## src/rtl/keypad_input_unit.sv

```systemverilog
// 4x4 matrix keypad scanner with full-scan debouncing and a small entry FSM
// that accumulates decimal digits for the CPU's keypad-load request.
module keypad_input_unit #(
  parameter int SCAN_CYCLES    = 50000,
  parameter int DEBOUNCE_SCANS = 4
) (
  input  logic        clk,
  input  logic        rst_n,
  input  logic        input_enable,
  input  logic [3:0]  col_in,
  output logic [3:0]  row_out,
  output logic        input_complete,
  output logic        cpu_pause,
  output logic [31:0] input_value,
  output logic [3:0]  digit_count
);

  localparam int CW = (SCAN_CYCLES > 1) ? $clog2(SCAN_CYCLES) : 1;
  localparam int SW = $clog2(DEBOUNCE_SCANS + 1);
  localparam logic [CW-1:0] CYC_LAST = CW'(SCAN_CYCLES - 1);
  localparam logic [SW-1:0] STAB_MAX = SW'(DEBOUNCE_SCANS);

  localparam logic [3:0] KEY_C    = 4'd11;
  localparam logic [3:0] KEY_STAR = 4'd12;
  localparam logic [3:0] KEY_D    = 4'd15;

  typedef enum logic [1:0] {IDLE, ENTRY, DONE} state_e;

  logic [CW-1:0] cycCnt_q, cycCnt_d;
  logic [1:0]    rowPtr_q, rowPtr_d;
  logic [3:0]    rowOut_q, rowOut_d;
  logic [15:0]   workSnap_q, workSnap_d;
  logic [15:0]   prevSnap_q, prevSnap_d;
  logic [15:0]   stableSnap_q, stableSnap_d;
  logic [SW-1:0] stab_q, stab_d;
  logic          keyHeld_q, keyHeld_d;
  logic          keyEvent_q, keyEvent_d;
  logic [3:0]    keyIdx_q, keyIdx_d;
  logic [15:0]   fullSnap;

  state_e        state_q, state_d;
  logic [31:0]   value_q, value_d;
  logic [3:0]    count_q, count_d;
  logic          pause_q, pause_d;
  logic          complete_q, complete_d;
  logic          isDigit;
  logic [3:0]    digitVal;

  // A key event fires only when the stable snapshot leaves all-zero for a single key.
  always_comb begin
    cycCnt_d     = cycCnt_q;
    rowPtr_d     = rowPtr_q;
    rowOut_d     = rowOut_q;
    workSnap_d   = workSnap_q;
    prevSnap_d   = prevSnap_q;
    stableSnap_d = stableSnap_q;
    stab_d       = stab_q;
    keyHeld_d    = keyHeld_q;
    keyEvent_d   = 1'b0;
    keyIdx_d     = keyIdx_q;
    fullSnap     = workSnap_q;
    if (cycCnt_q != CYC_LAST) begin
      cycCnt_d = cycCnt_q + CW'(1);
    end else begin
      cycCnt_d = '0;
      rowPtr_d = rowPtr_q + 2'd1;
      rowOut_d = ~(4'b0001 << rowPtr_d);
      fullSnap[{rowPtr_q, 2'b00} +: 4] = ~col_in;
      workSnap_d = fullSnap;
      if (rowPtr_q == 2'd3) begin
        prevSnap_d = fullSnap;
        if (fullSnap == prevSnap_q)
          stab_d = (stab_q == STAB_MAX) ? stab_q : stab_q + SW'(1);
        else
          stab_d = SW'(1);
        if (stab_d == STAB_MAX) begin
          stableSnap_d = fullSnap;
          keyHeld_d    = (fullSnap != 16'd0);
          if (!keyHeld_q && fullSnap != 16'd0 &&
              (fullSnap & (fullSnap - 16'd1)) == 16'd0) begin
            keyEvent_d = 1'b1;
            for (int i = 0; i < 16; i++)
              if (fullSnap[i]) keyIdx_d = 4'(i);
          end
        end
      end
    end
  end

  always_comb begin
    isDigit  = 1'b1;
    digitVal = 4'd0;
    case (keyIdx_q)
      4'd0:    digitVal = 4'd1;
      4'd1:    digitVal = 4'd2;
      4'd2:    digitVal = 4'd3;
      4'd4:    digitVal = 4'd4;
      4'd5:    digitVal = 4'd5;
      4'd6:    digitVal = 4'd6;
      4'd8:    digitVal = 4'd7;
      4'd9:    digitVal = 4'd8;
      4'd10:   digitVal = 4'd9;
      4'd13:   digitVal = 4'd0;
      default: isDigit  = 1'b0;
    endcase
  end

  always_comb begin
    state_d = state_q;
    case (state_q)
      IDLE:    if (input_enable) state_d = ENTRY;
      ENTRY: begin
        if (!input_enable)
          state_d = IDLE;
        else if (keyEvent_q && keyIdx_q == KEY_D)
          state_d = DONE;
      end
      DONE:    if (!input_enable) state_d = IDLE;
      default: state_d = IDLE;
    endcase
  end

  // Entry is abandoned silently when input_enable drops, so key handling needs it high.
  always_comb begin
    value_d    = value_q;
    count_d    = count_q;
    pause_d    = pause_q;
    complete_d = 1'b0;
    case (state_q)
      IDLE: begin
        if (keyEvent_q && keyIdx_q == KEY_C) pause_d = ~pause_q;
        if (input_enable) begin
          value_d = 32'd0;
          count_d = 4'd0;
        end
      end
      ENTRY: begin
        if (input_enable && keyEvent_q) begin
          if (isDigit) begin
            if (count_q < 4'd8) begin
              value_d = (value_q << 3) + (value_q << 1) + {28'd0, digitVal};
              count_d = count_q + 4'd1;
            end
          end else if (keyIdx_q == KEY_STAR) begin
            value_d = 32'd0;
            count_d = 4'd0;
          end else if (keyIdx_q == KEY_D) begin
            complete_d = 1'b1;
          end
        end
      end
      default: ;
    endcase
  end

  always_ff @(posedge clk) begin
    if (!rst_n) begin
      cycCnt_q     <= '0;
      rowPtr_q     <= 2'd0;
      rowOut_q     <= 4'b1110;
      workSnap_q   <= 16'd0;
      prevSnap_q   <= 16'd0;
      stableSnap_q <= 16'd0;
      stab_q       <= '0;
      keyHeld_q    <= 1'b0;
      keyEvent_q   <= 1'b0;
      keyIdx_q     <= 4'd0;
      state_q      <= IDLE;
      value_q      <= 32'd0;
      count_q      <= 4'd0;
      pause_q      <= 1'b0;
      complete_q   <= 1'b0;
    end else begin
      cycCnt_q     <= cycCnt_d;
      rowPtr_q     <= rowPtr_d;
      rowOut_q     <= rowOut_d;
      workSnap_q   <= workSnap_d;
      prevSnap_q   <= prevSnap_d;
      stableSnap_q <= stableSnap_d;
      stab_q       <= stab_d;
      keyHeld_q    <= keyHeld_d;
      keyEvent_q   <= keyEvent_d;
      keyIdx_q     <= keyIdx_d;
      state_q      <= state_d;
      value_q      <= value_d;
      count_q      <= count_d;
      pause_q      <= pause_d;
      complete_q   <= complete_d;
    end
  end

  assign row_out        = rowOut_q;
  assign input_complete = complete_q;
  assign cpu_pause      = pause_q;
  assign input_value    = value_q;
  assign digit_count    = count_q;

endmodule

```

## config.mk

```make
export PLATFORM = sky130hd
export DESIGN_NAME = keypad_input_unit
export DESIGN_NICKNAME = d
export VERILOG_FILES = /design/src/rtl/keypad_input_unit.sv
export SDC_FILE = /design/constraint.sdc
export NUM_CORES = 1
export LEC_CHECK = 0
export ABC_AREA = 1
export CAP_MARGIN = 40
export CORE_MARGIN = 3
export CORE_UTILIZATION = 55
export CTS_BUF_LIST = sky130_fd_sc_hd__clkbuf_4
export DETAILED_ROUTE_END_ITERATION = 10
export GPL_ROUTABILITY_DRIVEN = 0
export PLACE_DENSITY = 0.75
export SYNTH_ARGS = -nofsm -noshare
export SYNTH_HDL_FRONTEND = slang
export SYNTH_SLANG_ARGS = --single-unit
```

## constraint.sdc

```tcl
create_clock -name clk -period 3.3 [get_ports clk]
set_input_delay 0.33 -clock clk [delete_from_list [all_inputs] [get_ports clk]]
set_output_delay 0.33 -clock clk [all_outputs]
set_load 0.05 [all_outputs]
```

==> flow_metrics.py <==
metrics = {
    "floorplan": {
        "start_util_pct": 57.6,
        "rows": 40,
        "die-area_um2": 14200,
        "die_w_um": 119,
        "dieHeight_um": 119,
        "io_pins": 49,
        "core_um2": 12300,
    },
    "logic_synthesis": {
        "synth_fp_nets": 1125,
        "syn-instance-count": 1050,
        "yosysMostFrequentCell": "nand2_1",
        "ys_ff_latch": 103,
        "synth.mux.area_fraction_pct": 0,
        "yosys_warnings": 0,
        "synthTopCellsByCount": "nand2_1, inv_1, dfxtp_1, a21oi_1, nor2_1",
        "synth_top_area_share_pct": 29.2,
        "synth-simple-area-share_pct": 32.1,
        "synthFlopType": "dfxtp_1",
        "synth_edf_count": 0,
        "synthXorXnorAreaFrac_pct": 1.74,
        "synth_compound_area_share_pct": 16.2,
        "yosys.area.top_type": "dfxtp_1",
        "synth_seq_area_share_pct": 29.2,
        "synth.cell_area_um2": 7060,
        "synthAdderAreaFrac_pct": 12.3,
        "synth_area_per_cell_um2": 6.72,
        "async_flop_share_pct": 0,
        "synthTopCellsByArea": "dfxtp_1, nand2_1, ha_1",
        "synth_top_family_by_area": "simple AND/OR/NAND/NOR gates",
        "ys_types": 46,
    },
    "routing": {
        "wl_per_cell_um": 13.6,
        "avgViaCountPerCell": 5.45,
        "ant_nets": 0,
        "vias": 6891,
        "drt_iter0_drc": 458,
        "wirelength_mm": 17.2,
        "drtPass1Iterations": 5,
        "drc": 0,
    },
    "critical_path": {
        "endpoint_kind": "register",
        "crit_path_cell_trace": "xor2_1 > nand2_1 > fa_1 > inv_1 > ha_1 > nand2_1 > o21ai_1 > a21boi_1 > o21ai_1 > nand3_1 > nand2_1 > nand2_1 > nand3_1 > nand2_1 > nand3_1 > a21oi_1",
        "crit_path_start_kind": "register",
        "crit_slowest_cell": "fa_1",
        "cpPeakStageDelay_ps": 540,
        "worstReg2RegStart": "keyIdx_q[1]",
        "crit_required_ps": 3680,
        "crit_start": "keyIdx_q[1]",
        "critPathMaxFanout": 6,
        "criticalPathCategory": "reg -> reg",
        "cp.arrival_ps": 3400,
        "crit_top_cell": "nand2_1",
    },
    "grt": {
        "globalRouteOverflowTotal": 0,
        "grt_max_degree": 45,
        "grt_first_pass_wirelength_mm": 28.8,
        "antenna_found_initial": 1,
        "grt_pass1_vias": 6362,
        "grt.total_usage_pct": 24.2,
    },
    "timing": {
        "fin_crit_sh_pct": 91.6,
        "rsz0062_at_grt": "no",
        "hold_violations": 0,
        "fmax_ghz": 0.331,
        "setup_violations": 0,
        "fin_skew_ps": 16.2,
        "fin_tns_setup_ps": 0,
        "max_slew_margin_pct": 54.5,
        "fin_crit_ps": 3020,
        "worst_slew_pin_slew_ps": 681,
        "drv_slew": 0,
    },
    "clock_network": {
        "cts_tree": "built",
        "postCtsSetupRepairBufs": 0,
        "numCtsBuffers": 9,
        "cts_resized": 0,
        "clk_latency_ps": 510,
        "clkTransAtPathRegs_ps": 170,
        "hold_buffers": 0,
        "cts_max_level": 3,
        "cts_sinks": 103,
        "cts_root_buf": "clkbuf_4",
        "clk_path_buf_depth": 2,
    },
    "placement": {
        "io_buffer_count": 48,
        "placed_cells": 1249,
        "post-dp-hpwl_mm": 13.0,
    },
    "flow_run": {
        "cap_violations": 0,
    },
    "power": {
        "leakagePower_nw": 3.50,
        "ir_worst_vdd_uv": 344,
        "p_per_area_nw_per_um2": 256,
    },
    "min_path": {
        "hold_class": "reg -> reg",
        "hp-start": "cycCnt_q[0]",
    },
    "cells_and_area": {
        "drive_gt1_share_pct": 7.21,
        "syn_to_final_growth_pct": 10.7,
        "fin_cells": 1265,
        "nets": 1167,
    },
    "status": {
        "status": "completed",
    },
}
==> per-stage QoR <==
stage	power [mW]	util (%)	setup WS, ps	instance area (um^2)	hold WS [ps]
final	2.00	63.7	276	7810	456
after global routing	2.07	63.7	8.71	7810	496
after CTS	2.02	63.7	4.57	7810	464
after detailed placement	1.40	62.7	42.9	7690	437
after global placement	1.40	62.7	106	7690	429
after floorplan	1.36	-	304	7060	418
==> worst max-delay path: cells and delay by family, from the launching register on <==
| kind | cells | cell delay, ps |
|---|---|---|
| buffers and inverters | 1 | 60 |
| and+or+nand+nor | 8 | 660 |
| adders and majority gates | 2 | 810 |
| AOI/OAI and AO/OA | 4 | 690 |
| xor gates and xnor gates | 1 | 210 |
| DFF | 1 | 450 |
==> cell usage in the layout (no fill, tap or decap), types with 8 or more instances in the layout <==
master and instances:
nor2_2 13, nand4_1 9, dfxtp_1 103, clkbuf_4 10
nor2_1 98, nand2_2 13, o21ai_0 52, nor3_1 17
o22ai_1 17, xor2_1 9, nand3_1 69, inv_1 123
ha_1 66, clkdlybuf4s50_1 48, or2_2 8, nand2_1 249
buf_4 8, a21oi_1 98
==> cell families (layout without fill, tap and decap cells) <==
family,after synthesis,after routing
other,0,1
flip-flops,103,103
AND/OR/NAND/NOR,505,505
adder cells (fa/ha/maj),68,68
buffers and inverters,153,199
XOR/XNOR,14,14
AO/OA/AOI/OAI,207,207
==> cell type report <==
cell class              count  area, um^2
diodes                      1        2.50
clock buffers              10        75.1
clock inverters             5        42.5
fillers                  1173        4450
inverters                 128         483
multi-input cells         794        4400
flip-flops and latches    103        2060
well taps                 168         210
repair buffers             56         541
==> where the power goes <==
group	total [mW]	switching, mW	leakage (nW)	internal, mW
combinational	0.119	0.0830	2.61	0.0360
clock	0.628	0.459	0.0639	0.169
sequential	1.25	0.00407	0.831	1.25
==> state kept, by name, indices dropped and copies added (netlist names) <==
signal and cells:
state_q 2, rowPtr_q 2, digit_count 4, keyEvent_q 1, cycCnt_q 16, stab_q 3, cpu_pause 1, keyIdx_q 4
row_out 4, keyHeld_q 1, workSnap_q 16, input_complete 1, prevSnap_q 16, input_value 32
==> final timing paths <==
path / slack, ps / depth (start not counted) / end
setup / recovery: 280 / 16 / input_value[27]
hold / removal: 460 / 1 / cycCnt_q[0]
setup reg to reg: 280 / 16 / input_value[27]
hold reg to reg: 460 / 1 / cycCnt_q[0]
==> per-layer routing <==
layer,routed length [um],GRT usage [%],up-vias
met2,8410,42.5,157
met4,231,6.01,0
met5,0,0,-
li1,-,-,3580
met1,7750,30.3,3132
met3,789,4.70,22
Power figures use the tool's default switching activity.
